`src/rtl/video_timing_pkg.sv`:
```
// Shared types and helpers for the raster timing generator.
package video_timing_pkg;

  localparam int RGB_W  = 24;
  localparam int SLOT_W = 3;

  typedef logic [RGB_W-1:0] rgb_t;

  // Counter width needed to hold 0..n-1.
  function automatic int total_w(input int n);
    return $clog2(n);
  endfunction

endpackage

```
`src/rtl/video_delay_line.sv`:
```
// Fixed-depth shift register with synchronous clear; depth 0 collapses to a wire.
module video_delay_line #(
  parameter int WIDTH = 3,
  parameter int DEPTH = 2
) (
  input  logic             i_clk,
  input  logic             i_clear,
  input  logic [WIDTH-1:0] i_d,
  output logic [WIDTH-1:0] o_q
);

  generate
    if (DEPTH == 0) begin : g_wire
      logic w_unused;
      assign w_unused = i_clk ^ i_clear;
      assign o_q      = i_d;
    end else begin : g_pipe
      logic [WIDTH-1:0] r_stage [DEPTH];

      // Shift one stage per cycle; clear flushes everything in flight.
      always_ff @(posedge i_clk) begin
        if (i_clear) begin
          for (int i = 0; i < DEPTH; i++) r_stage[i] <= '0;
        end else begin
          r_stage[0] <= i_d;
          for (int i = 1; i < DEPTH; i++) r_stage[i] <= r_stage[i-1];
        end
      end

      assign o_q = r_stage[DEPTH-1];
    end
  endgenerate

endmodule

```
`src/rtl/video_timing_gen.sv`:
```
// Raster timing generator: fetch-side h/v counters issue pixel requests
// PIX_LATENCY cycles ahead of display; de/hs/vs are delayed to line up with
// the returned pixel and registered together with it.
// Optional build macro: VIDEO_TIMING_SCALER_SLOT_EN (emit latched slot index
// on the first blank cycle after each active run).
//
// Fetch contract: px_req/px_x/px_y are combinational from the counters.
// There is no back-pressure; px_data must be valid exactly PIX_LATENCY
// cycles after px_req (same cycle when PIX_LATENCY is 0).
module video_timing_gen
  import video_timing_pkg::*;
#(
  parameter int H_ACTIVE    = 320,
  parameter int H_FP        = 8,
  parameter int H_BP        = 40,
  parameter int V_ACTIVE    = 240,
  parameter int V_FP        = 2,
  parameter int V_BP        = 16,
  parameter int PIX_LATENCY = 2
) (
  input  logic                                      clk,
  input  logic                                      reset,
  input  logic                                      enable,
  input  logic [SLOT_W-1:0]                         slot,
  output logic                                      px_req,
  output logic [total_w(H_ACTIVE+H_FP+H_BP)-1:0]    px_x,
  output logic [total_w(V_ACTIVE+V_FP+V_BP)-1:0]    px_y,
  input  rgb_t                                      px_data,
  output logic                                      frame_start,
  output rgb_t                                      video_rgb,
  output logic                                      video_de,
  output logic                                      video_hs,
  output logic                                      video_vs,
  output logic                                      video_skip
);

  localparam int H_TOTAL = H_ACTIVE + H_FP + H_BP;
  localparam int V_TOTAL = V_ACTIVE + V_FP + V_BP;
  localparam int HW      = total_w(H_TOTAL);
  localparam int VW      = total_w(V_TOTAL);

  logic [HW-1:0] r_h;
  logic [VW-1:0] r_v;
  int            w_h_i;
  int            w_v_i;
  logic          w_run;
  logic          w_h_last;
  logic          w_v_last;
  logic          w_de_e;
  logic          w_hs_e;
  logic          w_vs_e;
  logic [2:0]    w_flags_in;
  logic [2:0]    w_flags_d;
  logic          w_de_d;
  logic          w_hs_d;
  logic          w_vs_d;
  rgb_t          w_blank_rgb;

  logic          r_de;
  logic          r_hs;
  logic          r_vs;
  rgb_t          r_rgb;

  // Compare at full integer width so no total is ever truncated.
  assign w_h_i    = int'(r_h);
  assign w_v_i    = int'(r_v);
  assign w_run    = enable && !reset;
  assign w_h_last = (w_h_i == H_TOTAL - 1);
  assign w_v_last = (w_v_i == V_TOTAL - 1);

  // Fetch position: advance while running, park at frame origin otherwise.
  always_ff @(posedge clk) begin
    if (reset || !enable) begin
      r_h <= '0;
      r_v <= '0;
    end else if (w_h_last) begin
      r_h <= '0;
      r_v <= w_v_last ? '0 : r_v + 1'b1;
    end else begin
      r_h <= r_h + 1'b1;
    end
  end

  // Fetch-side raster decode.
  assign w_de_e = (w_h_i < H_ACTIVE) && (w_v_i < V_ACTIVE);
  assign w_hs_e = (w_h_i == H_ACTIVE + H_FP);
  assign w_vs_e = (w_h_i == 0) && (w_v_i == V_ACTIVE + V_FP);

  assign px_req      = w_de_e && w_run;
  assign px_x        = r_h;
  assign px_y        = r_v;
  assign frame_start = w_run && (w_h_i == 0) && (w_v_i == 0);

  // Zeros enter the pipe while stopped so in-flight flags drain cleanly.
  assign w_flags_in = {w_de_e, w_hs_e, w_vs_e} & {3{w_run}};

  video_delay_line #(
    .WIDTH (3),
    .DEPTH (PIX_LATENCY)
  ) u_flag_delay (
    .i_clk   (clk),
    .i_clear (reset),
    .i_d     (w_flags_in),
    .o_q     (w_flags_d)
  );

  assign {w_de_d, w_hs_d, w_vs_d} = w_flags_d;

`ifdef VIDEO_TIMING_SCALER_SLOT_EN
  logic [SLOT_W-1:0] r_slot;

  // Capture the scaler slot once per frame at the origin fetch.
  always_ff @(posedge clk) begin
    if (reset) begin
      r_slot <= '0;
    end else if (frame_start) begin
      r_slot <= slot;
    end
  end

  // The output cycle right after de falls carries the slot index.
  assign w_blank_rgb = r_de ? rgb_t'({{(RGB_W-SLOT_W){1'b0}}, r_slot}) : '0;
`else
  logic w_unused_slot;
  assign w_unused_slot = ^slot;
  assign w_blank_rgb   = '0;
`endif

  // Output register: delayed flags and returned pixel sampled together.
  always_ff @(posedge clk) begin
    if (reset) begin
      r_de  <= 1'b0;
      r_hs  <= 1'b0;
      r_vs  <= 1'b0;
      r_rgb <= '0;
    end else begin
      r_de  <= w_de_d;
      r_hs  <= w_hs_d;
      r_vs  <= w_vs_d;
      r_rgb <= w_de_d ? px_data : w_blank_rgb;
    end
  end

  assign video_de   = r_de;
  assign video_hs   = r_hs;
  assign video_vs   = r_vs;
  assign video_rgb  = r_rgb;
  assign video_skip = 1'b0;

endmodule

```
`config.mk`:
```
export PLATFORM = sky130hd
export DESIGN_NAME = video_timing_gen
export DESIGN_NICKNAME = d
export VERILOG_FILES = /design/src/rtl/video_timing_pkg.sv /design/src/rtl/video_delay_line.sv /design/src/rtl/video_timing_gen.sv
export SDC_FILE = /design/constraint.sdc
export NUM_CORES = 1
export LEC_CHECK = 0
export BUFFER_PORTS_ARGS = -buffer_cell sky130_fd_sc_hd__buf_2
export CAP_MARGIN = 20
export CORE_ASPECT_RATIO = 1.1
export CORE_UTILIZATION = 42
export CTS_CLUSTER_SIZE = 16
export DETAILED_ROUTE_END_ITERATION = 12
export PLACE_DENSITY_LB_ADDON = 0.25
export REMOVE_ABC_BUFFERS = 1
export SLEW_MARGIN = 10
export SYNTH_ARGS = -nofsm -noshare
export SYNTH_HDL_FRONTEND = slang
export SYNTH_HIERARCHICAL = 1
export SYNTH_SLANG_ARGS = --single-unit
```
`constraint.sdc`:
```
create_clock -name clk -period 1.5 [get_ports clk]
set_input_delay 0.15 -clock clk [delete_from_list [all_inputs] [get_ports clk]]
set_output_delay 0.15 -clock clk [all_outputs]
set_load 0.01 [all_outputs]
```
==> qor.csv, run 1 <==
metric,value,unit
status,"complete, but fails checks",
violations,negative setup slack,
fillers,351,
cts_buffer_depth,2,
synth-simple-area-share,0.2697,
multi_input_area,867.1,um^2
maxCapViolations,0,
yosys-top-cells-area,"dfxtp_1, and2_1, ha_1",
port-buffer-count,73,
cts-root-buf,clkbuf_8,
drc_errors,0,
max_freq,515.0,MHz
grt_use_total,0.1752,
core_area,4317,um^2
layout_commonest_cell,buf_2,
syn-cell-area,1893,um^2
worstPathRequired,1350,ps
setup_violations,9,
yosys.area_share.xor_xnor,0.02776,
synthCells,191,
htree_levels,2,
rows,25,
clkSinkCount,51,
layout_setup_ws,-441.8,ps
avgSynthCellArea,9.911,um^2
power_leakage,0.001297,uW
cp-startpoint,px_y[2],
regArea,1039,um^2
ioPinCount,78,
hpwl,2957,um
die_h,72.42,um
final_cell_mix,"buf_2, dfxtp_1, buf_4, and2_1, nor2b_1",
synth_compound_area_frac,0.07535,
wl_per_cell,12.50,um
clkTransAtPathRegs,90,ps
crit_fanout,2,
synth_flop_cell,dfxtp_1,
critical_path_arrival,1790,ps
ys_seq_area_frac,0.5393,
critical_path_class,flip-flop to output port,
slew_violations,0,
place.gp.congestion,0.7994,
layout.nets,340,
worstReg2RegStart,px_y[2],
ys_seq_elements,51,
syn_to_final_growth,47.98,%
grt_max_degree,22,
worstHoldStart,px_data[23],
rsz0062_at_grt,true,
drt_pass1_iterations,4,
synth-edff-count,0,
initial_core_util,0.4386,
period_minus_slack,1942,ps
start_kind,flip-flop,
yosysWarnings,6,
layout-drive-gt1-share,0.4852,
synth_top_family_by_area,simple AND/OR/NAND/NOR gates,
hold_class,primary input to flip-flop,
routed_wl,4487,um
antenna_found_initial,0,
placed_cell_area,2497,um^2
power.density,822.6,nW/um^2
grt_pass1_vias,1536,
synth_top_cell_area_share,0.5393,
dp_slack,-172.1,ps
ir_drop,0.4906,mV
diodes,0,
ant_nets,0,
yosys.cell_types.count,32,
finalClockSkew,3.017,ps
die-area,4780,um^2
async_reset_ff_frac,0,
finalInstanceArea,2801,um^2
synth_fa_ha_area_frac,0.03966,
drt_iter0_drc,56,
grt_pass1_wl,6527,um
die_w,66.01,um
vias_per_cell,4.838,
vias,1737,
numCtsBuffers,5,
clk_latency,290,ps
cts_tree,yes,
synthMuxAreaShare,0,
final_util,0.6490,
crit_path_end_kind,output port,
overflow,0,
period_share,1.295,
synth_area_leader_cell,dfxtp_1,
hold_viol_final,0,
power by group:
part	leakage (uW)	total [uW]	internal, uW	switching, uW
Combinational	0.000833	114	63.0	50.8
Clock	0.0000474	826	377	449
Sequential	0.000416	1370	1360	4.91
Total	0.00130	2300	1800	504
cells in the mapped netlist (3+ instances only):
| cell | instances |
|---|---|
| nand4_1 | 6 |
| buf_4 | 4 |
| dfxtp_1 | 51 |
| xor2_1 | 3 |
| xnor2_1 | 3 |
| ha_1 | 6 |
| nor2b_1 | 10 |
| nand3_1 | 8 |
| nand2_1 | 8 |
| inv_1 | 7 |
| clkbuf_1 | 4 |
| and2_1 | 25 |
| nor2_1 | 11 |
| o21ai_0 | 7 |
| or4_1 | 6 |
| and3_1 | 3 |
| a21oi_1 | 8 |
cell families after synthesis:
logic type / after synthesis
other cells: 1
simple gates: 87
flops: 51
xor+xnor: 6
compound gates: 23
buf+inv: 17
fa+ha+maj: 6
worst max-delay path, stage by stage (launching register included):
cell	delay (ps)
dfxtp_1	320
or4_1	510
or4_4	440
nor2_2	100
buf_2	130
flip-flops by register name, summed over array words and instances, names as in the netlist:
register,flops
video_rgb,24
video_vs,1
video_de,1
video_hs,1
px_x,9
u_flag_delay/g_pipe.r_stage,6
px_y,9
routing by layer:
metal	global-route usage	up-vias	wire, um	share of wire
met5	0	-	0	0
met4	0.06619	0	42	0.0094
met3	0.04717	5	319	0.071
met2	0.3107	66	2231	0.50
met1	0.1979	798	1893	0.42
li1	-	868	-	-
area by class of cell:
| type | count | area share |
|---|---|---|
| inverter | 7 | 0.009379 |
| multi-input combinational | 123 | 0.3095 |
| sequential | 51 | 0.3707 |
| timing repair buffer | 116 | 0.2510 |
| clock buffer | 6 | 0.02948 |
| tap | 54 | 0.02412 |
| clock inverter | 2 | 0.005806 |
final timing paths:
check,end,slack (ps),cells past startpoint
setup / recovery,frame_start,-440,4
hold / removal,video_rgb[23],40,2
setup reg to reg,u_flag_delay/g_pipe.r_stage[0][0],-220,5
hold reg to reg,u_flag_delay/g_pipe.r_stage[0][5],450,1
what timing repair did:
item / in CTS / in global routing
hold buffers: 0 / 0
setup buffers: 5 / 7
gates resized for setup: 16 / 19
pin swaps: 4 / 6
endpoints found under the setup margin: 10 / 18
per-stage QoR:
stage,power (uW),instances,hold WS (ps),TNS [ps]
3_3_place_gp,1499,339,351.2,-583.4
4_1_cts,2322,352,30.74,-882.1
5_1_grt,2403,359,30.51,-1843
2_1_floorplan,1431,181,221.6,-1596
3_5_place_dp,1499,339,352.7,-864.4
6_report,2305,359,44.39,-1157
Power figures use the tool's default switching activity.
==> run 2: changes to the inputs <==
Settings changed: ABC_AREA from default to 1, CORE_ASPECT_RATIO 1.1 to 0.5, CORE_UTILIZATION 42 to 44.
==> run 2 against run 1 <==
Effect of this change:
- the run now ends clean
- critical path depth is 3 higher
- critical path type unchanged
- total power is 0.57% higher
- hold slack improved by 4.1 ps
- core utilization decreased by 4.0 points
- non-clock buffer count fell by 36
- highest routed layer unchanged
- global-route usage increased by 0.32 points
- area after synthesis is 12% higher
- fmax up 32%
- critical endpoint unchanged
==> qor.csv, run 2 <==
metric,value,unit,change
crit_path_end_kind,output port,,
drt_pass1_iterations,4,,unchanged
max_stage_delay,380,ps,-130 ps
status,"complete, no violations",,
synth-edff-count,0,,unchanged
grt_pass1_vias,1685,,+9.7%
layout_commonest_cell,buf_2,,
finalInstanceArea,2744,um^2,-2.1%
fillers,443,,+26%
ioPinCount,78,,unchanged
rows,17,,-32%
critical_path_class,flip-flop to output port,,
synth_flop_cell,dfxtp_1,,
power_leakage,0.001444,uW,+11%
vias,1911,,+10%
cts-root-buf,clkbuf_8,,
layout-drive-gt1-share,0.3182,,-0.1671
top_layer,met4,,
place.gp.congestion,0.8373,,+4.7%
final_cell_mix,"buf_2, inv_1, nand2_1, nor2_1, dfxtp_1",,
rsz0062_at_grt,true,,
drc_errors,0,,unchanged
ir_drop,0.4105,mV,-16%
dr_wl_met2,1973,um,-12%
antenna_found_initial,0,,unchanged
synth_top_cell_area_share,0.4803,,-0.05904
ys_seq_area_frac,0.4803,,-0.05904
htree_levels,2,,unchanged
cts_tree,yes,,
syn-cell-area,2126,um^2,+12%
path_cells,"inv_4, ha_4, nand2_2, nor2_2, nand2_1, nor2_1, buf_2",,
avgSynthCellArea,7.255,um^2,-27%
worstPathRequired,1350,ps,about the same
yosys.cell_types.count,26,,-19%
ant_nets,0,,unchanged
crit_fanout,5,,+3
period_share,0.9819,,-0.3127
placed_cell_area,2576,um^2,+3.2%
yosys-top-cells-area,"dfxtp_1, inv_1, nand2_1",,
setup_violations,0,,-9
die-area,5130,um^2,+7.3%
synth_area_leader_cell,dfxtp_1,,
max_freq,679.0,MHz,+32%
hold_viol_final,0,,unchanged
die_w,100.3,um,+52%
hold_class,primary input to flip-flop,,
syn_to_final_growth,29.08,%,
finalClockSkew,5.666,ps,+2.649 ps
initial_core_util,0.4714,,+0.03287
grt_pass1_wl,7086,um,+8.6%
yosysWarnings,6,,unchanged
diodes,0,,unchanged
synthCells,293,,+53%
numCtsBuffers,5,,unchanged
finalHoldWorstSlack,48.47,ps,+4.081 ps
critical_path_arrival,1320,ps,-470 ps
clk_latency,300,ps,about the same
start_kind,flip-flop,,
synthTopCellsByCount,"inv_1, nand2_1, nor2_1",,
hpwl,3133,um,+5.9%
period_minus_slack,1473,ps,-469.1 ps
layout.nets,409,,+20%
maxCapViolations,0,,unchanged
cts_buffer_depth,2,,unchanged
port-buffer-count,73,,unchanged
critPathSlowestCell,dfxtp_4,,
core_area,4509,um^2,+4.5%
overflow,0,,unchanged
die_h,51.15,um,-29%
m1WireLength,1970,um,+4.1%
grt_use_total,0.1784,,+0.003202
power.density,844.7,nW/um^2,+2.7%
vias_per_cell,4.343,,-10%
clkSinkCount,51,,unchanged
grt_max_degree,25,,+14%
ys_seq_elements,51,,unchanged
drt_iter0_drc,28,,-50%
synth.most_common_cell,inv_1,,
routed_wl,4323,um,-3.7%
async_reset_ff_frac,0,,unchanged
clkTransAtPathRegs,90,ps,about the same
largest_reg_flops,24,,unchanged
routed-wl-met3,337,um,+5.6%
wl_per_cell,9.825,um,-21%
slew_violations,0,,unchanged
==> run 2: critical path: cells and delay by family (launching register included) <==
family / cells / cell delay [ps]
DFF: 1 / 380
and+or+nand+nor: 4 / 310
buffers and inverters: 2 / 210
adders and majority gates: 1 / 130
==> run 2: cells by family after synthesis <==
kind of cell / after synthesis / synth area share
adder cells (fa/ha/maj): 6 / 0.03531
flip-flops: 51 / 0.4803
buffers and inverters: 71 / 0.1330
AND/OR/NAND/NOR: 153 / 0.3202
XOR/XNOR: 2 / 0.008242
other: 1 / 0.001764
AO/OA/AOI/OAI: 9 / 0.02119
==> run 2: routing by layer <==
metal	global-route usage	vias to the layer above
li1	-	1013
met4	0.06039	0
met2	0.3231	65
met1	0.2036	829
met5	0	-
met3	0.05335	4
==> run 2: metrics by stage <==
stage          setup TNS [ps]    util  setup WS (ps)  power [uW]  instances
2_1_floorplan               0       -          149.8        1450        286
3_3_place_gp                0  0.5713          129.8        1512        431
3_5_place_dp                0  0.5713          103.3        1514        431
4_1_cts                -10.42  0.6007         -10.42        2357        440
5_1_grt                -74.71  0.6085         -54.73        2425        440
6_report                    0  0.6085          27.22        2318        440
==> run 2: what timing repair did <==
action / in CTS / in global routing
hold buffers: 0 / 0
buffers inserted: 2 / 0
gates resized for setup: 10 / 15
pin swaps: 3 / 2
setup endpoints to repair: 2 / 20
==> run 2: layout make-up <==
cell class / instances / area (um^2) / area share
Clock buffer: 6 / 82.58 / 0.03010
Clock inverter: 2 / 16.27 / 0.005928
Sequential cell: 51 / 1036 / 0.3776
Inverter: 64 / 242.7 / 0.08846
Multi-Input combinational cell: 171 / 865.8 / 0.3155
Tap cell: 66 / 82.58 / 0.03010
Timing Repair Buffer: 80 / 417.9 / 0.1523
==> run 2: path summary, 6_finish.rpt <==
check	startpoint	to	slack (ps)	cells after the start
hold reg to reg	u_flag_delay/g_pipe.r_stage[0][0]	u_flag_delay/g_pipe.r_stage[0][3]	400	2
hold / removal	px_data[6]	video_rgb[6]	50	3
setup reg to reg	px_x[1]	px_y[8]	100	8
setup / recovery	px_x[0]	frame_start	30	7
==> run 2: where the power goes <==
part           switching [uW]  total, uW  internal, uW
clock network             450        827           377
logic                    64.9        122          57.6
registers                5.28       1370          1360
==> run 3: changes to the inputs <==
--- a/config.mk
+++ b/config.mk
@@ -16,2 +16,3 @@
 export REMOVE_ABC_BUFFERS = 1
+export SETUP_SLACK_MARGIN = 0.4
 export SLEW_MARGIN = 10
==> constraint.sdc (replaced) <==
create_clock -name clk -period 1.5 [get_ports clk]
set_input_delay 0.3 -clock clk [delete_from_list [all_inputs] [get_ports clk]]
set_output_delay 0.3 -clock clk [all_outputs]
set_load 0.01 [all_outputs]
==> run 3 against run 2 <==
Effect of this change:
- the run now ends with negative setup slack left
- final cell count increased by 8.6%
- critical endpoint unchanged
- cell area up 25%
- die area unchanged
- highest routed layer unchanged
- core utilization up 15 points
==> qor.csv, run 3 (same netlist as run 2, synthesis figures left out) <==
metric,value,unit,change
grt_pass1_wl,8473,um,+20%
status,"complete, but fails checks",,
layout_setup_ws,-264.5,ps,-291.7 ps
ir_drop,0.3741,mV,-8.9%
drc_errors,0,,unchanged
layout_commonest_cell,nand2_1,,
placed_cell_area,2576,um^2,unchanged
finalClockSkew,9.983,ps,+4.317 ps
cts_tree,yes,,
place.gp.congestion,0.8479,,+1.3%
die_h,51.15,um,unchanged
htree_levels,2,,unchanged
cts-root-buf,clkbuf_8,,
met2_usage,0.3881,,+0.06507
crit_path_end_kind,output port,,
cts_buffer_depth,2,,unchanged
start_kind,flip-flop,,
antenna_found_initial,0,,unchanged
grt_pass1_vias,1966,,+17%
rsz0062_at_grt,true,,
fillers,286,,-35%
period_share,1.176,,+0.1945
power.density,725.9,nW/um^2,-14%
ioPinCount,78,,unchanged
core_area,4509,um^2,unchanged
port-buffer-count,73,,unchanged
finalInstanceArea,3417,um^2,+25%
overflow,0,,unchanged
wl_per_cell,14.20,um,+44%
die_w,100.3,um,unchanged
drt_pass1_iterations,5,,+1
clkTransAtPathRegs,100,ps,about the same
rows,17,,unchanged
syn_to_final_growth,60.74,%,
critical_path_arrival,1460,ps,+140 ps
layout.nets,448,,+9.5%
maxCapViolations,0,,unchanged
met1_usage,0.2396,,+0.03607
diodes,0,,unchanged
grt_use_met3,0.06703,,+0.01368
hpwl,3141,um,+0.27%
hold_class,primary input to flip-flop,,
routed_wl,6786,um,+57%
largest_reg_flops,24,,unchanged
slew_violations,0,,unchanged
vias,2347,,+23%
power_leakage,0.001733,uW,+20%
period_minus_slack,1764,ps,+291.7 ps
crit_fanout,2,,-3
setup_violations,9,,+9
initial_core_util,0.4714,,unchanged
critical_path_class,flip-flop to output port,,
hold_viol_final,0,,unchanged
grt.busiest_layer,met2,,
grt_max_degree,17,,-32%
grt_use_total,0.2144,,+0.03603
vias_per_cell,4.910,,+13%
numCtsBuffers,5,,unchanged
clkSinkCount,51,,unchanged
clk_latency,300,ps,about the same
max_freq,566.7,MHz,-17%
ant_nets,0,,unchanged
violations,negative setup slack,,
die-area,5130,um^2,unchanged
drt_iter0_drc,217,,+680%
dp_slack,45.43,ps,-57.87 ps
layout-drive-gt1-share,0.4612,,+0.1430
worstPathRequired,1200,ps,-150 ps
final_cell_mix,"nand2_1, buf_2, inv_1, nor2_1, buf_6",,
[run 3: metal layers]
| layer | vias up | share of wire | wire (um) |
|---|---|---|---|
| li1 | 1095 | - | - |
| met2 | 151 | 0.46 | 3128 |
| met1 | 1061 | 0.39 | 2651 |
| met4 | 0 | 0.039 | 267 |
| met3 | 40 | 0.11 | 738 |
| met5 | - | 0 | 0 |
[run 3: critical path: stages, from the launching register on]
cell	delay (ps)
dfxtp_2	350
inv_1	90
nand3_2	110
nor2_1	240
nand2_2	130
nor2_2	100
buf_2	140
[run 3: layout make-up]
class / count / area (um^2) / share of cell area
Tap cell: 66 / 82.58 / 0.02417
Clock inverter: 2 / 37.54 / 0.01098
Timing Repair inverter: 2 / 15.01 / 0.004394
Inverter: 64 / 249.0 / 0.07287
Clock buffer: 5 / 68.82 / 0.02014
Sequential cell: 51 / 1077 / 0.3153
Timing Repair Buffer: 115 / 869.6 / 0.2545
Multi-Input combinational cell: 173 / 1017 / 0.2977
[run 3: path summary, 6_finish.rpt]
path	slack [ps]	end	from	cells after the start
setup / recovery	-260	frame_start	px_x[4]	6
hold / removal	200	video_rgb[23]	px_data[23]	3
setup reg to reg	-190	u_flag_delay/g_pipe.r_stage[0][0]	px_x[4]	12
hold reg to reg	410	video_hs	u_flag_delay/g_pipe.r_stage[0][4]	2
[run 3: what timing repair did]
action | in CTS | in global routing
setup buffers | 15 | 21
resized for setup | 89 | 32
setup endpoints to repair | 64 | 45
pin swaps | 12 | 19
hold buffers | 0 | 0
gates cloned | 4 | 0
[run 3: where the power goes]
group | internal (uW) | leakage [uW] | total, uW | switching (uW)
logic | 91.1 | 0.00126 | 183 | 92.1
registers | 1340 | 0.000425 | 1340 | 3.91
clock network | 488 | 0.0000502 | 952 | 464
total | 1920 | 0.00173 | 2480 | 560
[run 3: through the flow]
stage                     power [uW]  hold slack [ps]  setup TNS [ps]  instances  utilization
after floorplan                 1450            371.2               0        286            -
after global placement          1510            388.6               0        431       0.5713
after detailed placement        1512            392.1               0        431       0.5713
after CTS                       2454            195.0          -144.0        457       0.6948
after global routing            2564            191.6           -1279        478       0.7578
final                           2480            202.0          -686.1        478       0.7578
